==> src/rtl/cla_pkg.sv <==
// Shared definitions for the multi-word CLA add/subtract sequencer.
//   CLA_WORD_W  : width of one adder slice
//   seq_state_t : sequencer FSM state encoding
package cla_pkg;

    localparam int CLA_WORD_W = 8;

    typedef enum logic [1:0] {
        SEQ_IDLE,
        SEQ_RUN,
        SEQ_DONE
    } seq_state_t;

endpackage

==> src/rtl/CLA_8bit.sv <==
// 8-bit carry-lookahead adder slice.
//   a, b : slice operands
//   cin  : carry into bit 0
//   sum  : slice sum (modulo 2^8)
//   cout : carry out of bit 7
module CLA_8bit
    import cla_pkg::*;
(
    input  logic [CLA_WORD_W-1:0] a,
    input  logic [CLA_WORD_W-1:0] b,
    input  logic                  cin,
    output logic [CLA_WORD_W-1:0] sum,
    output logic                  cout
);

    logic [CLA_WORD_W-1:0] p;
    logic [CLA_WORD_W-1:0] g;
    logic [CLA_WORD_W:0]   c;

    assign p = a ^ b;
    assign g = a & b;

    // Each carry is built directly from generate/propagate terms and cin
    // (c[i+1] = g[i] | p[i]g[i-1] | ... | p[i..0]cin), never from c[i].
    always_comb begin
        logic acc;
        logic run;
        c    = '0;
        c[0] = cin;
        acc  = 1'b0;
        run  = 1'b0;
        for (int unsigned i = 0; i < CLA_WORD_W; i++) begin
            acc = g[i];
            run = p[i];
            for (int unsigned k = 1; k <= i; k++) begin
                acc = acc | (run & g[i-k]);
                run = run & p[i-k];
            end
            c[i+1] = acc | (run & cin);
        end
    end

    assign sum  = p ^ c[CLA_WORD_W-1:0];
    assign cout = c[CLA_WORD_W];

endmodule

==> src/rtl/cla_multiword_add_seq.sv <==
// Multi-word add/subtract sequencer: runs NUM_WORDS 8-bit slices, LSB first,
// through one shared CLA_8bit with a registered carry between slices.
//   clk, rst_n                 : clock, async active-low reset
//   start_valid / start_ready  : operand handshake (a_in, b_in, carry_in, op_sub)
//   result_valid / result_ready: result handshake (sum_out, carry_out, overflow)
//   op_sub = 1 computes a_in - b_in as a_in + ~b_in + 1 (carry_in ignored)
//   carry_out = bit OPW of the result; overflow = signed two's-complement overflow
module cla_multiword_add_seq
    import cla_pkg::*;
#(
    parameter int NUM_WORDS = 4
)
(
    input  logic                            clk,
    input  logic                            rst_n,
    input  logic                            start_valid,
    output logic                            start_ready,
    input  logic [NUM_WORDS*CLA_WORD_W-1:0] a_in,
    input  logic [NUM_WORDS*CLA_WORD_W-1:0] b_in,
    input  logic                            carry_in,
    input  logic                            op_sub,
    output logic                            result_valid,
    input  logic                            result_ready,
    output logic [NUM_WORDS*CLA_WORD_W-1:0] sum_out,
    output logic                            carry_out,
    output logic                            overflow
);

    localparam int OPW   = NUM_WORDS * CLA_WORD_W;
    localparam int IDX_W = $clog2(NUM_WORDS);
    localparam logic [IDX_W-1:0] LAST_IDX = IDX_W'(NUM_WORDS - 1);

    seq_state_t state;
    seq_state_t state_nxt;

    logic [OPW-1:0]        a_reg;
    logic [OPW-1:0]        b_reg;
    logic                  carry_reg;
    logic [IDX_W-1:0]      idx;
    logic [CLA_WORD_W-1:0] slice_a;
    logic [CLA_WORD_W-1:0] slice_b;
    logic [CLA_WORD_W-1:0] slice_sum;
    logic                  slice_cout;
    logic                  last_slice;

    assign slice_a    = a_reg[CLA_WORD_W*idx +: CLA_WORD_W];
    assign slice_b    = b_reg[CLA_WORD_W*idx +: CLA_WORD_W];
    assign last_slice = (idx == LAST_IDX);

    CLA_8bit u_cla (
        .a    (slice_a),
        .b    (slice_b),
        .cin  (carry_reg),
        .sum  (slice_sum),
        .cout (slice_cout)
    );

    always_comb begin
        state_nxt    = state;
        start_ready  = 1'b0;
        result_valid = 1'b0;
        case (state)
            SEQ_IDLE: begin
                start_ready = 1'b1;
                if (start_valid) state_nxt = SEQ_RUN;
            end
            SEQ_RUN: begin
                if (last_slice) state_nxt = SEQ_DONE;
            end
            SEQ_DONE: begin
                result_valid = 1'b1;
                if (result_ready) state_nxt = SEQ_IDLE;
            end
            default: state_nxt = SEQ_IDLE;
        endcase
    end

    always_ff @(posedge clk or negedge rst_n) begin
        if (!rst_n) begin
            state     <= SEQ_IDLE;
            a_reg     <= '0;
            b_reg     <= '0;
            carry_reg <= 1'b0;
            idx       <= '0;
            sum_out   <= '0;
            carry_out <= 1'b0;
            overflow  <= 1'b0;
        end else begin
            state <= state_nxt;
            case (state)
                SEQ_IDLE: begin
                    if (start_valid) begin
                        a_reg     <= a_in;
                        b_reg     <= op_sub ? ~b_in : b_in;
                        carry_reg <= op_sub | carry_in;
                        idx       <= '0;
                    end
                end
                SEQ_RUN: begin
                    sum_out[CLA_WORD_W*idx +: CLA_WORD_W] <= slice_sum;
                    carry_reg <= slice_cout;
                    if (last_slice) begin
                        carry_out <= slice_cout;
                        // slice_sum MSB is the result sign being written this edge
                        overflow  <= (a_reg[OPW-1] == b_reg[OPW-1]) &&
                                     (slice_sum[CLA_WORD_W-1] != a_reg[OPW-1]);
                        idx       <= '0;
                    end else begin
                        idx <= idx + 1'b1;
                    end
                end
                default: ;
            endcase
        end
    end

endmodule

==> config.mk <==
export PLATFORM = sky130hd
export DESIGN_NAME = cla_multiword_add_seq
export DESIGN_NICKNAME = d
export VERILOG_FILES = /design/src/rtl/cla_pkg.sv /design/src/rtl/CLA_8bit.sv /design/src/rtl/cla_multiword_add_seq.sv
export SDC_FILE = /design/constraint.sdc
export NUM_CORES = 1
export LEC_CHECK = 0
export CORE_MARGIN = 2
export CORE_UTILIZATION = 51
export DETAILED_ROUTE_END_ITERATION = 8
export GPL_TIMING_DRIVEN = 0
export HOLD_SLACK_MARGIN = 0.03
export PLACE_DENSITY = 0.79
export SLEW_MARGIN = 25
export SYNTH_ARGS = -nofsm -noshare
export SYNTH_HDL_FRONTEND = slang
export SYNTH_SLANG_ARGS = --single-unit
==> constraint.sdc <==
create_clock -name clk -period 3.85 [get_ports clk]
set_input_delay 0.5775 -clock clk [delete_from_list [all_inputs] [get_ports clk]]
set_output_delay 0.5775 -clock clk [all_outputs]
set_load 0.05 [all_outputs]
==> results of run 1 <==
==> synth_stat cells, types with 2 or more instances <==
cell,count,area (sq um)
a21oi_1,5,25.0
a22o_1,24,210
and2_1,2,12.5
buf_2,5,25.0
clkbuf_1,17,63.8
dfrtp_1,103,2580
ha_1,14,175
inv_1,7,26.3
mux4_2,16,360
nand2_1,146,548
nand2b_1,3,18.8
nand3_1,4,20.0
nor2_1,5,18.8
nor3_1,5,25.0
nor3_2,2,20.0
o21ai_0,43,215
o21ai_1,5,25.0
or2_1,2,12.5
or3_1,3,18.8
or4_1,2,15.0
xnor2_1,36,315
==> how the worst max path moves through the flow <==
stage / depth (start not counted) / to / slack, ns
global route: 8 / overflow / 0.03
global placement: 1 / b_reg[23] / -1.42
floorplan: 8 / overflow / 0.78
CTS: 9 / overflow / 0.13
finish: 8 / overflow / 0.26
detailed placement: 9 / overflow / 0.21
==> cell type report <==
type                            instances  area, sq um
Fill cell                             732         2880
Sequential cell                       103         2580
Multi-Input combinational cell        336         2220
Timing Repair Buffer                  105         1070
Tap cell                              129          161
Clock inverter                          6          134
Clock buffer                            9          124
Buffer                                 23         93.8
Inverter                                7         26.3
==> placed cells by master (no fill, tap or decap), types with 7 or more instances in the layout <==
master             n
nand2_1          146
o21ai_0           43
clkbuf_1          16
mux4_2            16
xnor2_1           36
inv_1              7
ha_1              14
dfrtp_1          103
clkbuf_8           9
clkdlybuf4s50_1  103
a22o_1            24
==> power by group through the flow <==
stage	sequential, mW	clock [mW]	combinational [mW]
after floorplan	2.04	0	2.04
after global placement	1.78	0	3.12
after detailed placement	1.81	0	3.25
after CTS	1.79	0.856	3.28
after global routing	1.84	0.902	3.60
final	1.80	0.855	3.28
==> worst max-delay path, stage by stage (launching register included) <==
cell and delay, ns:
dfrtp_1 0.52, buf_1 0.68, mux4_2 0.65, ha_1 0.39
o21a_1 0.25, o211a_1 0.22, a211o_1 0.31, o21ai_1 0.11
or3b_1 0.34
==> logic make-up (layout without fill, tap and decap cells) <==
logic type                 Yosys count  after routing  share of synthesized area [%]
AOI/OAI and AO/OA                   88             88                           11.8
xor gates and xnor gates            37             37                           6.59
adders and majority gates           15             15                           3.97
buffers and inverters               30            150                           2.42
DFF                                103            103                           52.4
muxes                               17             17                           7.53
and+or+nand+nor                    179            179                           15.2
==> per-layer routing <==
metal  part of all wire, %  track usage (%)
met5                     0                0
met4                   3.1             9.95
met3                   5.8             3.97
met2                    50             41.3
met1                    41             31.0
==> through the flow <==
stage                     cells  area (sq um)  utilization, %  setup slack, ns
after floorplan             469          4920               -            0.781
after global placement      702          6120            65.9            -1.42
after detailed placement    703          6150            66.2            0.206
after CTS                   718          6400            69.0            0.126
after global routing        718          6410            69.0           0.0326
final                       718          6410            69.0            0.257
==> what timing repair did <==
item,4_1_cts,5_1_grt
setup endpoints to repair,0,1
gates resized for setup,0,2
hold buffers,0,0
==> results.toml, run 1 <==
[run_status]
outcome = "complete, no violations"

[power_and_ir_drop]
pwr-share-seq_pct = 30.3
p_sw_mw = 2.66
p_clk_share_pct = 14.4
power_density_nw_per_um2 = 926
p_total_mw = 5.93
p_leak_nw = 2.88
swShare_pct = 44.8
peakVddDrop_mv = 0.408
intPower_mw = 3.27
combPwrFrac_pct = 55.3

[placed_design]
dp_hpwl_um = 9080
port_buffers = 104
gp_congestion = 0.909

[detailed_routing]
first_iter_violations = 257
routed_via_density = 5.48
drc = 0
drt_pass1_iterations = 5
antenna_left = 0
vias = 3932
avgRoutedWirePerCell_um = 16.5
drt_wl_total_um = 11900

[min_path]
hp-class = "primary input to asynchronous set/reset pin"

[cts]
cts.clk_slew.worst_paths_ns = 0.10
cts-root-buf = "clkbuf_8"
htreeDepth = 3
numCtsBuffers = 9
cts_sinks = 103
cts.path.max_buffers = 2
cts_setup_buffers = 0
tritoncts = "done"
insertion_delay_ns = 0.37

[finish]
num-nets-final = 670
syn_to_final_growth_pct = 30.3
antenna_cells = 0
drive_above_1_share_pct = 7.81

[synth]
syn_area_per_cell_sq_um = 10.5
async_reset_ff_share_pct = 100
yosysWarnings = 0
synth_fp_nets = 554
ys_types = 41
synthCells = 469
synth_ff_type = "dfrtp_1"
synth-seq-cells = 103
ys_seq_area_share_pct = 52.4
synth_edf_count = 0
synth_area_sq_um = 4920

[critical_path]
start_kind = "flip-flop"
crit_fanout = 10
critPathKind = "flip-flop to flip-flop"
ff2ff_setup_slack_ns = 0.26
r2r_cells = 8
worst_r2r_endpoint = "overflow"
startpoint = "idx[0]"
reg2reg_from = "idx[0]"
crit_required_ns = 4.10
critPathCaptureType = "flip-flop"
critPathArrivalTime_ns = 3.85

[timing]
finalSetupTns_ns = 0
max_freq_mhz = 278
hold_violations = 0
maxSlewViolCount = 0
period_share_pct = 93.3
slew_headroom_pct = 43.7
worstMarginPinSlew_ns = 0.845
finalClockSkew_ns = 0.0135
period_minus_slack_ns = 3.59
rsz0062_at_grt = "false"
holdWs_ns = 0.144
setup_viol = 0

[global_route]
grt_pass1_wl_um = 19300
grt_pass1_vias = 3903
grt_usage_pct = 24.2
antenna_found_initial = 0
grt-ovfl-total = 0
grt_max_degree = 53

[die]
fp.dieW_um = 102
floorplan.initialDensity_pct = 53.0
die-area_sq_um = 10400
rows = 35
io-pin-count = 106
coreArea_sq_um = 9280
die_h_um = 102

[job]
maxCapViolations = 0
Note: power is estimated with default switching activity, not from simulation.
==> inputs of run 2 (changes only) <==
==> constraint.sdc (replaced) <==
create_clock -name clk -period 3.4 [get_ports clk]
set_input_delay 0.51 -clock clk [delete_from_list [all_inputs] [get_ports clk]]
set_output_delay 0.51 -clock clk [all_outputs]
set_load 0.05 [all_outputs]
==> run 2 against run 1 <==
Via count shrank 0.31%. Register-to-register slack lost 0.09 ns. Flip-flop and latch count is the same. Clock power grew 13%. Final area grew 0.12%. Global-route usage is essentially flat. Setup slack lost 0.091 ns.
==> results.toml, run 2 (synthesis gave the netlist of run 1 again) <==
[run_status]
outcome = "complete, no violations"

[die]
rows = 35
die-area_sq_um = 10400
coreArea_sq_um = 9280
floorplan.initialDensity_pct = 53.0
io-pin-count = 106
fp.dieW_um = 102
die_h_um = 102

[finish]
layoutNonFillerInstCount = 718
num-nets-final = 670
antenna_cells = 0
final_cell_mix = "nand2_1, dfrtp_1, clkdlybuf4s50_1"
drive_above_1_share_pct = 8.15
final_common_cell = "nand2_1"
syn_to_final_growth_pct = 30.5

[critical_path]
crit_slowest_cell = "dfrtp_1"
cp_num_buf_inv = 2
path_cells = "clkbuf_2 > buf_2 > mux4_2 > ha_1 > o21a_1 > o211a_1 > a211o_1 > o21ai_1 > or3b_1"
start_kind = "flip-flop"
reg2reg_from = "idx[1]"
critPathKind = "flip-flop to flip-flop"
critPathMaxStageDelay_ns = 0.41
worst_r2r_endpoint = "overflow"
critPathCaptureType = "flip-flop"
crit_required_ns = 3.65
r2r_cells = 9
ff2ff_setup_slack_ns = 0.17
crit_fanout = 10
critical_path.top_delay_family = "compound AO/OA/AOI/OAI gates"
critPathArrivalTime_ns = 3.49

[power_and_ir_drop]
p_sw_mw = 3.00
p_clk_share_pct = 14.4
swShare_pct = 44.7
power_density_nw_per_um2 = 1050
pwr-share-seq_pct = 30.3
intPower_mw = 3.71
p_leak_nw = 2.89
peakVddDrop_mv = 0.461
combPwrFrac_pct = 55.3

[placed_design]
dp.cells = 703
port_buffers = 104
gp_congestion = 0.909
dpl_worst_slack_ns = -0.244
dp_hpwl_um = 9080

[cts]
cts.path.max_buffers = 2
tritoncts = "done"
cts.clk_slew.worst_paths_ns = 0.10
cts_setup_buffers = 0
cts-root-buf = "clkbuf_8"
htreeDepth = 3
cts_sinks = 103
cts_hold_buffers = 0
insertion_delay_ns = 0.37
numCtsBuffers = 9

[detailed_routing]
drt_pass1_iterations = 6
wl_met1_um = 4970
top_layer_used = "met4"
dr_wl_met2_um = 5870
drc = 0
antenna_left = 0
route.met3.wl_um = 673
first_iter_violations = 274
routed_via_density = 5.46
vias = 3920
drt_wl_total_um = 11900
avgRoutedWirePerCell_um = 16.5

[min_path]
hp-class = "primary input to asynchronous set/reset pin"

[timing]
slew_headroom_pct = 45.5
finalSetupTns_ns = 0
maxSlewViolCount = 0
worstMarginPinSlew_ns = 0.812
finalClockSkew_ns = 0.0121
fin_ws_ns = 0.166
period_share_pct = 95.1
rsz0062_at_grt = "false"
period_minus_slack_ns = 3.23
max_freq_mhz = 309
hold_violations = 0
setup_viol = 0

[global_route]
grt_pass1_vias = 3907
grt_pass1_wl_um = 19400
antenna_found_initial = 0
grt_max_degree = 53
grt_usage_pct = 24.2
grt-ovfl-total = 0

[job]
maxCapViolations = 0
[run 2: worst max-delay path by stage]
stage | slack, ns | startpoint | cells past startpoint | end
5_1_grt | 0.02 | idx[1] | 9 | overflow
2_1_floorplan | 0.33 | idx[0] | 8 | overflow
6_report | 0.17 | idx[1] | 9 | overflow
3_5_place_dp | -0.24 | idx[1] | 9 | overflow
4_1_cts | 0.02 | idx[0] | 8 | overflow
3_3_place_gp | -1.81 | rst_n | 1 | b_reg[23]
[run 2: layout make-up]
type / instances / area [sq um]
Clock buffer: 9 / 124
Clock inverter: 6 / 134
Sequential cell: 103 / 2580
Inverter: 7 / 26.3
Multi-Input combinational cell: 336 / 2220
Timing Repair Buffer: 105 / 1070
Fill cell: 731 / 2870
Tap cell: 129 / 161
Buffer: 23 / 101
[run 2: metal layers]
layer / vias up / track usage [%]
met1: 1915 / 31.0
met3: 27 / 3.97
met5: - / 0
met2: 152 / 41.3
li1: 1826 / -
met4: 0 / 9.95
[run 2: per-stage QoR]
stage	cell area (sq um)	power, mW	hold slack (ns)	util, %
5_1_grt	6410	7.19	0.115	69.1
2_1_floorplan	4920	4.62	0.214	-
3_3_place_gp	6120	5.55	0.455	65.9
6_report	6410	6.72	0.0732	69.1
3_5_place_dp	6150	5.73	0.459	66.2
4_1_cts	6410	6.71	0.0940	69.1
[run 2: power groups by stage]
stage	clock [mW]	sequential [mW]	combinational (mW)
final	0.967	2.03	3.72
after global routing	1.02	2.09	4.08
after CTS	0.969	2.03	3.72
after detailed placement	0	2.04	3.68
after global placement	0	2.01	3.53
after floorplan	0	2.31	2.31
[run 2: timing repair]
action | 4_1_cts | 5_1_grt
pin swaps | 0 | 0
cloned | 0 | 0
resized for setup | 4 | 5
setup endpoints to repair | 15 | 9
==> inputs of run 3 (changes only) <==
--- a/config.mk
+++ b/config.mk
@@ -5,8 +5,10 @@
 export SDC_FILE = /design/constraint.sdc
 export NUM_CORES = 1
 export LEC_CHECK = 0
+export CELL_PAD_IN_SITES_DETAIL_PLACEMENT = 0
+export CELL_PAD_IN_SITES_GLOBAL_PLACEMENT = 2
 export CORE_MARGIN = 2
-export CORE_UTILIZATION = 51
+export CORE_UTILIZATION = 32
 export DETAILED_ROUTE_END_ITERATION = 8
 export GPL_TIMING_DRIVEN = 0
 export HOLD_SLACK_MARGIN = 0.03
@@ -14,4 +16,5 @@
 export SLEW_MARGIN = 25
 export SYNTH_ARGS = -nofsm -noshare
 export SYNTH_HDL_FRONTEND = slang
+export SYNTH_HIERARCHICAL = 1
 export SYNTH_SLANG_ARGS = --single-unit
==> run 3 against run 2 <==
Critical path depth increased by 2. Total power increased by 11%. Die area grew 60%. First-iteration DRC count decreased by 34%. Largest power group unchanged.
==> results.toml, run 3 <==
[run_status]
outcome = "complete, no violations"

[power_and_ir_drop]
p_leak_nw = 2.96
peakVddDrop_mv = 0.700
swShare_pct = 45.9
pwr-share-seq_pct = 28.1
power_density_nw_per_um2 = 1120
p_clk_share_pct = 14.6
intPower_mw = 4.05
combPwrFrac_pct = 57.3
p_sw_mw = 3.44

[die]
fp.dieW_um = 129
io-pin-count = 106
die_h_um = 129
rows = 45
coreArea_sq_um = 15300
die-area_sq_um = 16700
floorplan.initialDensity_pct = 32.8

[synth]
synthCells = 483
syn_area_per_cell_sq_um = 10.4
synth_edf_count = 0
synth_common_cells = "nand2_1, dfrtp_1, o21ai_0, xnor2_1"
synth_area_sq_um = 5010
ys_top_cells_by_area = "dfrtp_1, nand2_1, mux4_2"
synth_top_area_cell = "dfrtp_1"
yosysTopAreaCellShare_pct = 51.5
ys_seq_area_share_pct = 51.5
ys_types = 38
synth_fp_nets = 568
synthMostInstantiatedCell = "nand2_1"
async_reset_ff_share_pct = 100
synth-seq-cells = 103
yosysWarnings = 6
synth_ff_type = "dfrtp_1"

[cts]
cts_sinks = 103
cts-root-buf = "clkbuf_16"
numCtsBuffers = 9
htreeDepth = 3
tritoncts = "done"
cts.clk_slew.worst_paths_ns = 0.07
insertion_delay_ns = 0.34
cts_hold_buffers = 0
cts.path.max_buffers = 2

[placed_design]
gp_congestion = 0.835
dp_hpwl_um = 9670
port_buffers = 104

[finish]
final_common_cell = "nand2_1"
fill_cells = 1482
utilization_pct = 43.9
antenna_cells = 0
num-nets-final = 685
final_cell_mix = "nand2_1, clkdlybuf4s50_1, dfrtp_1"
syn_to_final_growth_pct = 33.7
drive_above_1_share_pct = 10.6

[global_route]
grt_usage_pct = 16.4
grt_pass1_wl_um = 20700
grt-ovfl-total = 0
grt_pass1_vias = 3911
grt_max_degree = 78
antenna_found_initial = 0

[timing]
worstMarginPinSlew_ns = 0.683
finalSetupTns_ns = 0
maxSlewViolCount = 0
holdWs_ns = 0.0303
max_freq_mhz = 307
finalClockSkew_ns = 0.00800
setup_viol = 0
period_minus_slack_ns = 3.25
slew_headroom_pct = 54.1
period_share_pct = 95.7
hold_violations = 0
rsz0062_at_grt = "false"

[job]
maxCapViolations = 0

[detailed_routing]
avgRoutedWirePerCell_um = 15.7
antenna_left = 0
first_iter_violations = 182
vias = 3756
drt_wl_total_um = 12800
drc = 0
routed_via_density = 4.61
drt_pass1_iterations = 4

[critical_path]
endpoint = "overflow"
critPathArrivalTime_ns = 3.46
r2r_cells = 11
start_kind = "flip-flop"
critPathCaptureType = "flip-flop"
worst_r2r_endpoint = "overflow"
crit_required_ns = 3.60
startpoint = "idx[1]"
ff2ff_setup_slack_ns = 0.15
crit_fanout = 10
critPathKind = "flip-flop to flip-flop"
reg2reg_from = "idx[1]"

[min_path]
hp-class = "primary input to asynchronous set/reset pin"
-- run 3: what timing repair did --
item | CTS | global route
gates resized for setup | 6 | 1
pin swaps | 1 | 0
endpoints found under the setup margin | 5 | 1
setup buffers | 1 | 0
-- run 3: kinds of logic after synthesis --
family,Yosys count,synth area share (%)
and+or+nand+nor,194,16.9
AOI/OAI and AO/OA,81,9.99
adders and majority gates,15,3.90
buffers and inverters,35,3.62
muxes,17,7.42
xor gates and xnor gates,38,6.65
DFF,103,51.5
-- run 3: stage by stage --
stage               total power, mW  cell area, sq um  setup WS [ns]  instances
finish                         7.49              6690          0.145        815
floorplan                      4.87              5010          0.322        483
CTS                            7.59              6690         0.0812        815
global route                   8.00              6690         0.0230        815
detailed placement             6.32              6340         -0.506        799
global placement               6.23              6310          -2.05        798
-- run 3: how the worst min path moves through the flow --
stage           endpoint  slack [ns]  cells after the start
3_5_place_dp   a_reg[10]        0.40                      1
5_1_grt        a_reg[10]        0.05                      1
4_1_cts        a_reg[10]        0.03                      1
6_report       a_reg[10]        0.03                      1
3_3_place_gp   a_reg[16]        0.46                      2
2_1_floorplan   a_reg[0]        0.21                      0
-- run 3: power groups by stage --
stage / clock network, mW / logic, mW / registers [mW]
2_1_floorplan: 0 / 2.34 / 2.53
3_3_place_gp: 0 / 4.13 / 2.11
3_5_place_dp: 0 / 4.19 / 2.13
4_1_cts: 1.11 / 4.36 / 2.11
5_1_grt: 1.16 / 4.67 / 2.18
6_report: 1.10 / 4.29 / 2.10
-- run 3: area by class of cell --
type | instances | area [sq um] | area share [%]
clock buffers | 11 | 243 | 3.63
inverters | 8 | 30.0 | 0.449
flip-flops and latches | 103 | 2580 | 38.5
plain buffers | 27 | 163 | 2.43
well taps | 211 | 264 | 3.94
repair buffers | 106 | 1080 | 16.1
clock inverters | 4 | 70.1 | 1.05
multi-input cells | 345 | 2270 | 33.9
-- run 3: critical path, cell delays in order (launching register included) --
cell and delay, ns:
dfrtp_1 0.39, clkbuf_4 0.24, buf_4 0.25, mux4_2 0.36, ha_1 0.32, a21oi_2 0.20, o2111ai_2 0.20, a221o_1 0.45
xor2_4 0.21, buf_4 0.17, a21oi_1 0.20, o21ai_0 0.12
-- run 3: layer usage --
metal / up-vias / routed length [um] / global-route usage (%)
met1: 1800 / 5900 / 22.0
met4: 0 / 211 / 5.56
met2: 93 / 6180 / 27.4
li1: 1850 / - / -
met5: - / 0 / 0
met3: 13 / 491 / 2.23
